### config.mk
export PLATFORM = sky130hd
export DESIGN_NAME = gain_ramp_stage
export DESIGN_NICKNAME = d
export VERILOG_FILES = /design/src/rtl/gain_pkg.sv /design/src/rtl/gain_round_sat.sv /design/src/rtl/gain_ramp_stage.sv
export SDC_FILE = /design/constraint.sdc
export NUM_CORES = 1
export LEC_CHECK = 0
export ABC_AREA = 1
export CAP_MARGIN = 20
export CORE_ASPECT_RATIO = 1.25
export CORE_MARGIN = 2
export CORE_UTILIZATION = 30
export DETAILED_ROUTE_END_ITERATION = 6
export SYNTH_ARGS = -nofsm -noshare
export SYNTH_HDL_FRONTEND = slang
export SYNTH_SLANG_ARGS = --single-unit
export TNS_END_PERCENT = 50
### constraint.sdc
create_clock -name clk -period 4.75 [get_ports clk]
set_input_delay 0.7125 -clock clk [delete_from_list [all_inputs] [get_ports clk]]
set_output_delay 0.7125 -clock clk [all_outputs]
set_load 0.05 [all_outputs]
### src/rtl/gain_pkg.sv
// Shared constants and types for the ramped multi-channel gain stage.
// Sample format Q(P.F) signed, gain format UQ(GP.GF).
package gain_pkg;

    localparam int P      = 4;
    localparam int F      = 13;
    localparam int WIDTH  = 1 + P + F;
    localparam int GP     = 2;
    localparam int GF     = 4;
    localparam int GW     = GP + GF;
    localparam int N_CH   = 2;
    localparam int STEP   = 1;

    localparam int UNITY   = 1 << GF;
    localparam int PROD_W  = WIDTH + GW + 1;
    localparam int ROUND_K = 1 << (GF - 1);

    typedef enum logic {
        IDLE = 1'b0,
        RAMP = 1'b1
    } state_t;

    localparam logic signed [WIDTH-1:0] SAT_MAX = {1'b0, {(WIDTH-1){1'b1}}};
    localparam logic signed [WIDTH-1:0] SAT_MIN = {1'b1, {(WIDTH-1){1'b0}}};

endpackage

### src/rtl/gain_round_sat.sv
// One channel of the output stage: round half up, drop GF fraction bits,
// clamp to the sample range and flag the clamp.
module gain_round_sat
    import gain_pkg::*;
(
    input  logic signed [PROD_W-1:0] prod,
    output logic        [WIDTH-1:0]  y,
    output logic                     sat
);

    localparam int SUM_W = PROD_W + 1;
    localparam int SH_W  = SUM_W - GF;

    localparam logic signed [SH_W-1:0] HI = SAT_MAX;
    localparam logic signed [SH_W-1:0] LO = SAT_MIN;

    logic signed [SUM_W-1:0] sum;
    logic signed [SH_W-1:0]  sh;

    always_comb begin
        sum = {prod[PROD_W-1], prod} + SUM_W'(ROUND_K);
        // Slicing off the low bits of a signed value is the arithmetic shift.
        sh  = sum[SUM_W-1:GF];
        y   = sh[WIDTH-1:0];
        sat = 1'b0;
        if (sh > HI) begin
            y   = SAT_MAX;
            sat = 1'b1;
        end else if (sh < LO) begin
            y   = SAT_MIN;
            sat = 1'b1;
        end
    end

endmodule

### src/rtl/gain_ramp_stage.sv
// Two-stage registered gain with sample-paced gain ramping,
// rounding and per-channel saturation.
module gain_ramp_stage
    import gain_pkg::*;
(
    input  logic                   clk,
    input  logic                   rst,
    input  logic [N_CH*WIDTH-1:0]  yk,
    input  logic                   in_valid,
    input  logic [GW-1:0]          gain_target,
    input  logic                   gain_load,
    output logic [N_CH*WIDTH-1:0]  ykgain,
    output logic                   out_valid,
    output logic [N_CH-1:0]        sat,
    output logic [GW-1:0]          gain_cur,
    output logic                   ramp_busy
);

    state_t state, state_n;

    logic [GW-1:0] target;
    logic [GW-1:0] tgt_eff;
    logic [GW-1:0] gain_step;
    logic [GW-1:0] gain_nxt;

    logic signed [PROD_W-1:0] prod_d [N_CH];
    logic signed [PROD_W-1:0] prod_q [N_CH];
    logic                     v1;

    logic [N_CH*WIDTH-1:0] y_rs;
    logic [N_CH-1:0]       sat_rs;

    always_ff @(posedge clk or posedge rst) begin
        if (rst) begin
            state     <= IDLE;
            ramp_busy <= 1'b0;
            gain_cur  <= GW'(UNITY);
            target    <= GW'(UNITY);
        end else begin
            state     <= state_n;
            ramp_busy <= (state_n == RAMP);
            gain_cur  <= gain_nxt;
            if (gain_load)
                target <= gain_target;
        end
    end

    // A load in the same cycle as a sample steps toward the new target.
    always_comb begin
        tgt_eff   = gain_load ? gain_target : target;
        gain_step = gain_cur;
        unique case (1'b1)
            (tgt_eff > gain_cur):
                gain_step = (tgt_eff - gain_cur > GW'(STEP))
                          ? gain_cur + GW'(STEP) : tgt_eff;
            (tgt_eff < gain_cur):
                gain_step = (gain_cur - tgt_eff > GW'(STEP))
                          ? gain_cur - GW'(STEP) : tgt_eff;
            (tgt_eff == gain_cur):
                gain_step = gain_cur;
        endcase
        gain_nxt = in_valid ? gain_step : gain_cur;
    end

    always_comb begin
        state_n = state;
        unique case (state)
            IDLE:
                if (gain_load)
                    state_n = (gain_nxt != tgt_eff) ? RAMP : IDLE;
            RAMP:
                state_n = (gain_nxt != tgt_eff) ? RAMP : IDLE;
        endcase
    end

    always_comb begin
        for (int c = 0; c < N_CH; c++) begin
            prod_d[c] = PROD_W'($signed(yk[c*WIDTH +: WIDTH]))
                      * PROD_W'($signed({1'b0, gain_cur}));
        end
    end

    always_ff @(posedge clk or posedge rst) begin
        if (rst) begin
            v1        <= 1'b0;
            out_valid <= 1'b0;
            ykgain    <= '0;
            sat       <= '0;
            for (int c = 0; c < N_CH; c++)
                prod_q[c] <= '0;
        end else begin
            v1        <= in_valid;
            out_valid <= v1;
            if (in_valid) begin
                for (int c = 0; c < N_CH; c++)
                    prod_q[c] <= prod_d[c];
            end
            if (v1) begin
                ykgain <= y_rs;
                sat    <= sat_rs;
            end
        end
    end

    for (genvar c = 0; c < N_CH; c++) begin : g_ch
        gain_round_sat u_rs (
            .prod (prod_q[c]),
            .y    (y_rs[c*WIDTH +: WIDTH]),
            .sat  (sat_rs[c])
        );
    end

endmodule

==> results of run 1 <==
[timing repair]
action	CTS	global route
setup buffers	0	15
pin swaps	4	70
setup endpoints to repair	18	24
gates resized for setup	39	123
gates cloned	0	1
[kinds of logic (layout without fill, tap and decap cells)]
family | count (synthesis) | after routing
fa+ha+maj | 263 | 263
xor+xnor | 68 | 68
buf+inv | 478 | 754
compound gates | 203 | 203
simple gates | 745 | 745
flops | 97 | 97
[per-layer routing]
layer  up-vias  global-route usage
met4         0              0.0303
met3        25              0.0107
met1      5503               0.211
li1       6146                   -
met5         -                   0
met2       151               0.243
[cells in the final DEF (no fill, tap or decap), types with 10 or more instances in the layout]
master           instances
nand3_1                 64
inv_1                  407
o21ai_0                 46
nand3_2                 13
fa_1                   146
a31oi_1                 10
buf_4                  206
nand2_2                 23
inv_2                   22
xnor2_1                 14
nand2_1                471
o21ai_1                 15
dlygate4sd2_1           25
clkdlybuf4s50_1         59
a21oi_1                 58
ha_1                    83
clkbuf_16               10
or2_2                   11
a21oi_2                 39
ha_4                    26
nand4_1                 20
dfrtp_1                 91
nor2_1                 107
xor2_1                  51
[worst max-delay path by stage]
stage,start,to,depth (start not counted)
finish,gain_cur[1],prod_q[47],21
global route,gain_cur[3],prod_q[24],23
CTS,yk[35],prod_q[24],20
detailed placement,yk[9],prod_q[47],18
global placement,yk[30],prod_q[24],21
floorplan,gain_cur[3],prod_q[24],25
[state kept, by name, indices dropped and copies added (netlist names)]
| signal | flops |
|---|---|
| target | 6 |
| v1 | 1 |
| prod_q | 44 |
| out_valid | 1 |
| sat | 2 |
| state | 1 |
| gain_cur | 6 |
| ykgain | 36 |
[area by class of cell]
cell class	instances	area (um^2)
fill	4553	27200
multi-input combinational	1279	10100
timing repair buffer	308	2630
sequential	97	2440
inverter	430	1620
tap	578	723
clock buffer	12	267
clock inverter	4	33.8
[worst min-delay path, cell delays in order, from the launching register on]
cell	delay [ps]
dfrtp_1	350
nand2_1	50
o21ai_0	60
[per-stage QoR]
step | hold WS, ps | utilization | TNS, ps
global placement | 476 | 0.375 | -10980
floorplan | 352 | - | -12.0
CTS | 497 | 0.382 | 0
finish | 493 | 0.395 | 0
global route | 544 | 0.395 | -651
detailed placement | 480 | 0.375 | -12300
==> results.md, run 1 <==
- Run status: completed
- Clk sinks: 97
- Hold Vio Cnt, Final: 0
- Synth Instances: 1,854
- GRT Total Usage: 0.147
- Syn Nets: 2,163
- Simple-gate share of the synthesized area: 0.230
- Die width: 195 um
- Max FO, Critical Path: 8
- Hold Crit Depth: 2
- Synth Flop Type: dfrtp_1
- Post-layout min period: 4690 ps
- Worst path max stage delay: 590 ps
- Cells along the critical path: buf_12, buf_4, nand2_1, inv_2, fa_1, fa_2, fa_1, inv_1, fa_1, inv_2, ha_4, nand2_2, nor2_2, nand2_1, o211ai_1, nand2_1, nand3_2, a31o_4, or2_2, nand3_1, o21ai_1
- WL met3: 793 um
- Synthesized-area fraction occupied by adder cells: 0.325
- First-pass GRT wire length: 58.0 mm
- Vias: 11,825
- Final setup vio count: 0
- Vias per cell: 4.37
- Drt total wl: 34.3 mm
- FF-to-FF path depth: 21
- Ratio of cells with drive above 1 in the final layout: 0.201
- CTS tree: built
- Largest family of logic cells by synthesized area: adder cells
- Met1 WL: 17.5 mm
- Synth warn: 0
- Register bit total from synthesis: 97
- WP data required: 4970 ps
- DR WL/cell: 12.7 um
- Post-DRT Antenna Nets: 0
- CP arrival: 4920 ps
- Clk buf depth: 2
- CP Capture Type: register
- Largest net degree at the start of global routing: 67
- Dpl cells: 2,675
- Total CTS buffers: 9
- Via count of the first global-routing pass: 12,038
- Root Buffer: clkbuf_16
- Worst reg2reg setup slack: 60 ps
- 1st-pass router iterations: 5
- Initial antenna violation count: 0
- Initial Utilization: 0.303
- Seq/Total Area, Yosys: 0.178
- Die ar.: 47,200 um^2
- Global placer's final weighted congestion: 0.872
- Top Metal Used: met4
- Place WS: -598 ps
- Height of the die: 242 um
- HP Start: prod_q[10]
- Largest delay share family, worst path: adder cells
- Reg2Reg Launch Point: gain_cur[1]
- Clock skew: 8.22 ps
- Synth unique cells: 49
- Area after DPL: 16,900 um^2
- H-tree levels: 3
- Syn_area_per_cell: 7.36 um^2
- Fmax: 213 MHz
- Post-route cell area: 17,800 um^2
- Nets: 2,434
- Final routed DRC violation total: 0
- Post-DP HPWL: 27.9 mm
- Reg2reg end: prod_q[47]
- RSZ-0062 raised after global routing: true
- Worst hold path type: register to register
- # diodes: 0
- Port bufs: 91
- Synth top area cells: fa_1 (22%), dfrtp_1 (17%), nand2_1 (14%)
- Slew @ Worst Pin: 864 ps
- Slowest CP cell: dfrtp_4
- Crit share post-route: 0.988
- Post-route worst setup slack: 58.6 ps
- Synth area leader: fa_1
- Post-Syn Area: 13,600 um^2
- Starting DRT DRC Count: 605
- Synthesis-to-layout area growth: 30.3%
- Top-count cell post-synth: nand2_1
- Mux share of post-synthesis cell area: 0
- Hold EP: prod_q[10]
- Slew margin rel.: 0.424
- CTS Hold Bufs: 0
- Share of the synthesized area in the top cell type: 0.223
- Slew Limit Fails: 0
- Critical path class: register to register
- Total congestion overflow: 0
- Num rows: 87
- Post-Synth XOR/XNOR Area: 0.0448
- Wire length on met2: 15.6 mm
- Synth async-reset ratio: 1.00
- EDFF count, synth: 0
- Top cells by count, synth: nand2_1 (493), inv_1 (425), fa_1 (152)
- Compound-Gate Fraction of Synth Area: 0.0879
- Worst-Skew Late Latency: 360 ps
- Maxcap violations: 0
- WP buf/inv: 5
- CP startpoint kind: register
- Post-route insts no fill: 2,708
- I/O pin count: 92
- CORE AREA: 45,000 um^2
- CTS clk-pin slew, worst paths: 70 ps
Power of run 1 is not shown: default switching activity piles up to over one toggle a cycle in this logic, so the estimate is an artifact.
==> inputs of run 2 (changes only) <==
Settings changed: RECOVER_POWER from default to 100.
==> results.md, run 2 (synthesis results as in run 1) <==
- H-tree levels: 3
- Total congestion overflow: 0
- Num rows: 87
- Slowest CP cell: dfrtp_4
- Final setup vio count: 0
- Max reg flops: 44
- Initial antenna violation count: 0
- CTS Hold Bufs: 0
- Slew margin rel.: -1.06
- Synthesis-to-layout area growth: 29.9%
- Largest net degree at the start of global routing: 67
- Slew @ Worst Pin: 3070 ps
- I/O pin count: 92
- Starting DRT DRC Count: 601
- CTS tree: built
- CP Capture Type: register
- Height of the die: 242 um
- Global placer's final weighted congestion: 0.872
- CTS clk-pin slew, worst paths: 70 ps
- Total CTS buffers: 9
- Final routed DRC violation total: 0
- DR WL/cell: 12.7 um
- Ratio of cells with drive above 1 in the final layout: 0.197
- Crit share post-route: 0.988
- CP startpoint kind: register
- Worst path max stage delay: 590 ps
- 1st-pass router iterations: 5
- Post-DRT Antenna Nets: 0
- Setup TNS Final: 0 ps
- Clk sinks: 97
- Die ar.: 47,200 um^2
- Most common cell after layout, fill and taps aside: nand2_1
- First-pass GRT wire length: 58.0 mm
- CORE AREA: 45,000 um^2
- Clk buf depth: 2
- Slew Limit Fails: 143
- Most frequent cells in the layout: nand2_1 (471), inv_1 (407), buf_4 (200)
- Via count of the first global-routing pass: 12,038
- Worst reg2reg setup slack: 60 ps
- Drt total wl: 34.3 mm
- Critical path class: register to register
- Area after DPL: 16,900 um^2
- Vias: 11,836
- Post-DP HPWL: 27.9 mm
- Initial Utilization: 0.303
- Maxcap violations: 4
- # diodes: 0
- Post-layout min period: 4690 ps
- RSZ-0062 raised after global routing: true
- Nets: 2,434
- Worst hold path type: register to register
- Max FO, Critical Path: 8
- Fmax: 213 MHz
- Biggest register: prod_q
- Root Buffer: clkbuf_16
- GRT Total Usage: 0.147
- Hold Vio Cnt, Final: 0
- Run status: finished with violations
- Post-route cell area: 17,700 um^2
- Biggest regs: prod_q: 44 flops, ykgain: 36 flops
- Failing checks: max-capacitance violations, max-slew violations
- Die width: 195 um
- Worst-Skew Late Latency: 350 ps
- Port bufs: 91
- CP arrival: 4920 ps
- Cells along the critical path: buf_12, buf_4, nand2_1, inv_2, fa_1, fa_2, fa_1, inv_1, fa_1, inv_2, ha_4, nand2_2, nor2_2, nand2_1, o211ai_1, nand2_1, nand3_2, a31o_4, or2_2, nand3_1, o21ai_1
- WP data required: 4970 ps
- Vias per cell: 4.37
- Clock skew: 8.20 ps
[run 2: area by class of cell]
cell class | instances | area (um^2)
clock inverter | 4 | 33.8
sequential | 97 | 2440
inverter | 430 | 1620
multi-input combinational | 1279 | 10000
fill | 4559 | 27200
clock buffer | 12 | 267
timing repair buffer | 308 | 2600
tap | 578 | 723
[run 2: what timing repair did]
action | CTS | global route
pin swaps | 4 | 70
resized for setup | 39 | 123
buffers inserted | 0 | 15
gates cloned | 0 | 1
setup endpoints to repair | 18 | 24
[run 2: critical path: cells and delay by family, from the launching register on]
family	cells	cell delay, ps
AO/OA/AOI/OAI	3	430
adder cells (fa/ha/maj)	5	2240
buffers and inverters	5	450
flip-flops	1	590
AND/OR/NAND/NOR	8	830
[run 2: path summary, 6_finish.rpt]
kind,start,endpoint,cells after the start
max in group asynchronous,rst,ykgain[4],3
max reg2reg,gain_cur[1],prod_q[47],21
max,gain_cur[1],prod_q[47],21
min reg2reg,ykgain[18],ykgain[18],2
min in group asynchronous,rst,ykgain[32],2
min,ykgain[18],ykgain[18],2
[run 2: stage by stage]
| stage | hold WS (ps) | std cells | setup WS (ps) | utilization |
|---|---|---|---|---|
| detailed placement | 480 | 2675 | -598 | 0.375 |
| global route | 540 | 2708 | -134 | 0.394 |
| finish | 490 | 2708 | 58.8 | 0.394 |
| global placement | 476 | 2675 | -590 | 0.375 |
| floorplan | 352 | 1854 | -12.0 | - |
| CTS | 497 | 2691 | 0.0657 | 0.382 |
[run 2: layer usage]
metal,routed length (um),track usage,vias up
li1,-,-,6148
met1,17500,0.211,5509
met2,15600,0.243,154
met3,805,0.0107,25
met4,377,0.0303,0
met5,0,0,-
Power of run 2 is left out for the same reason.
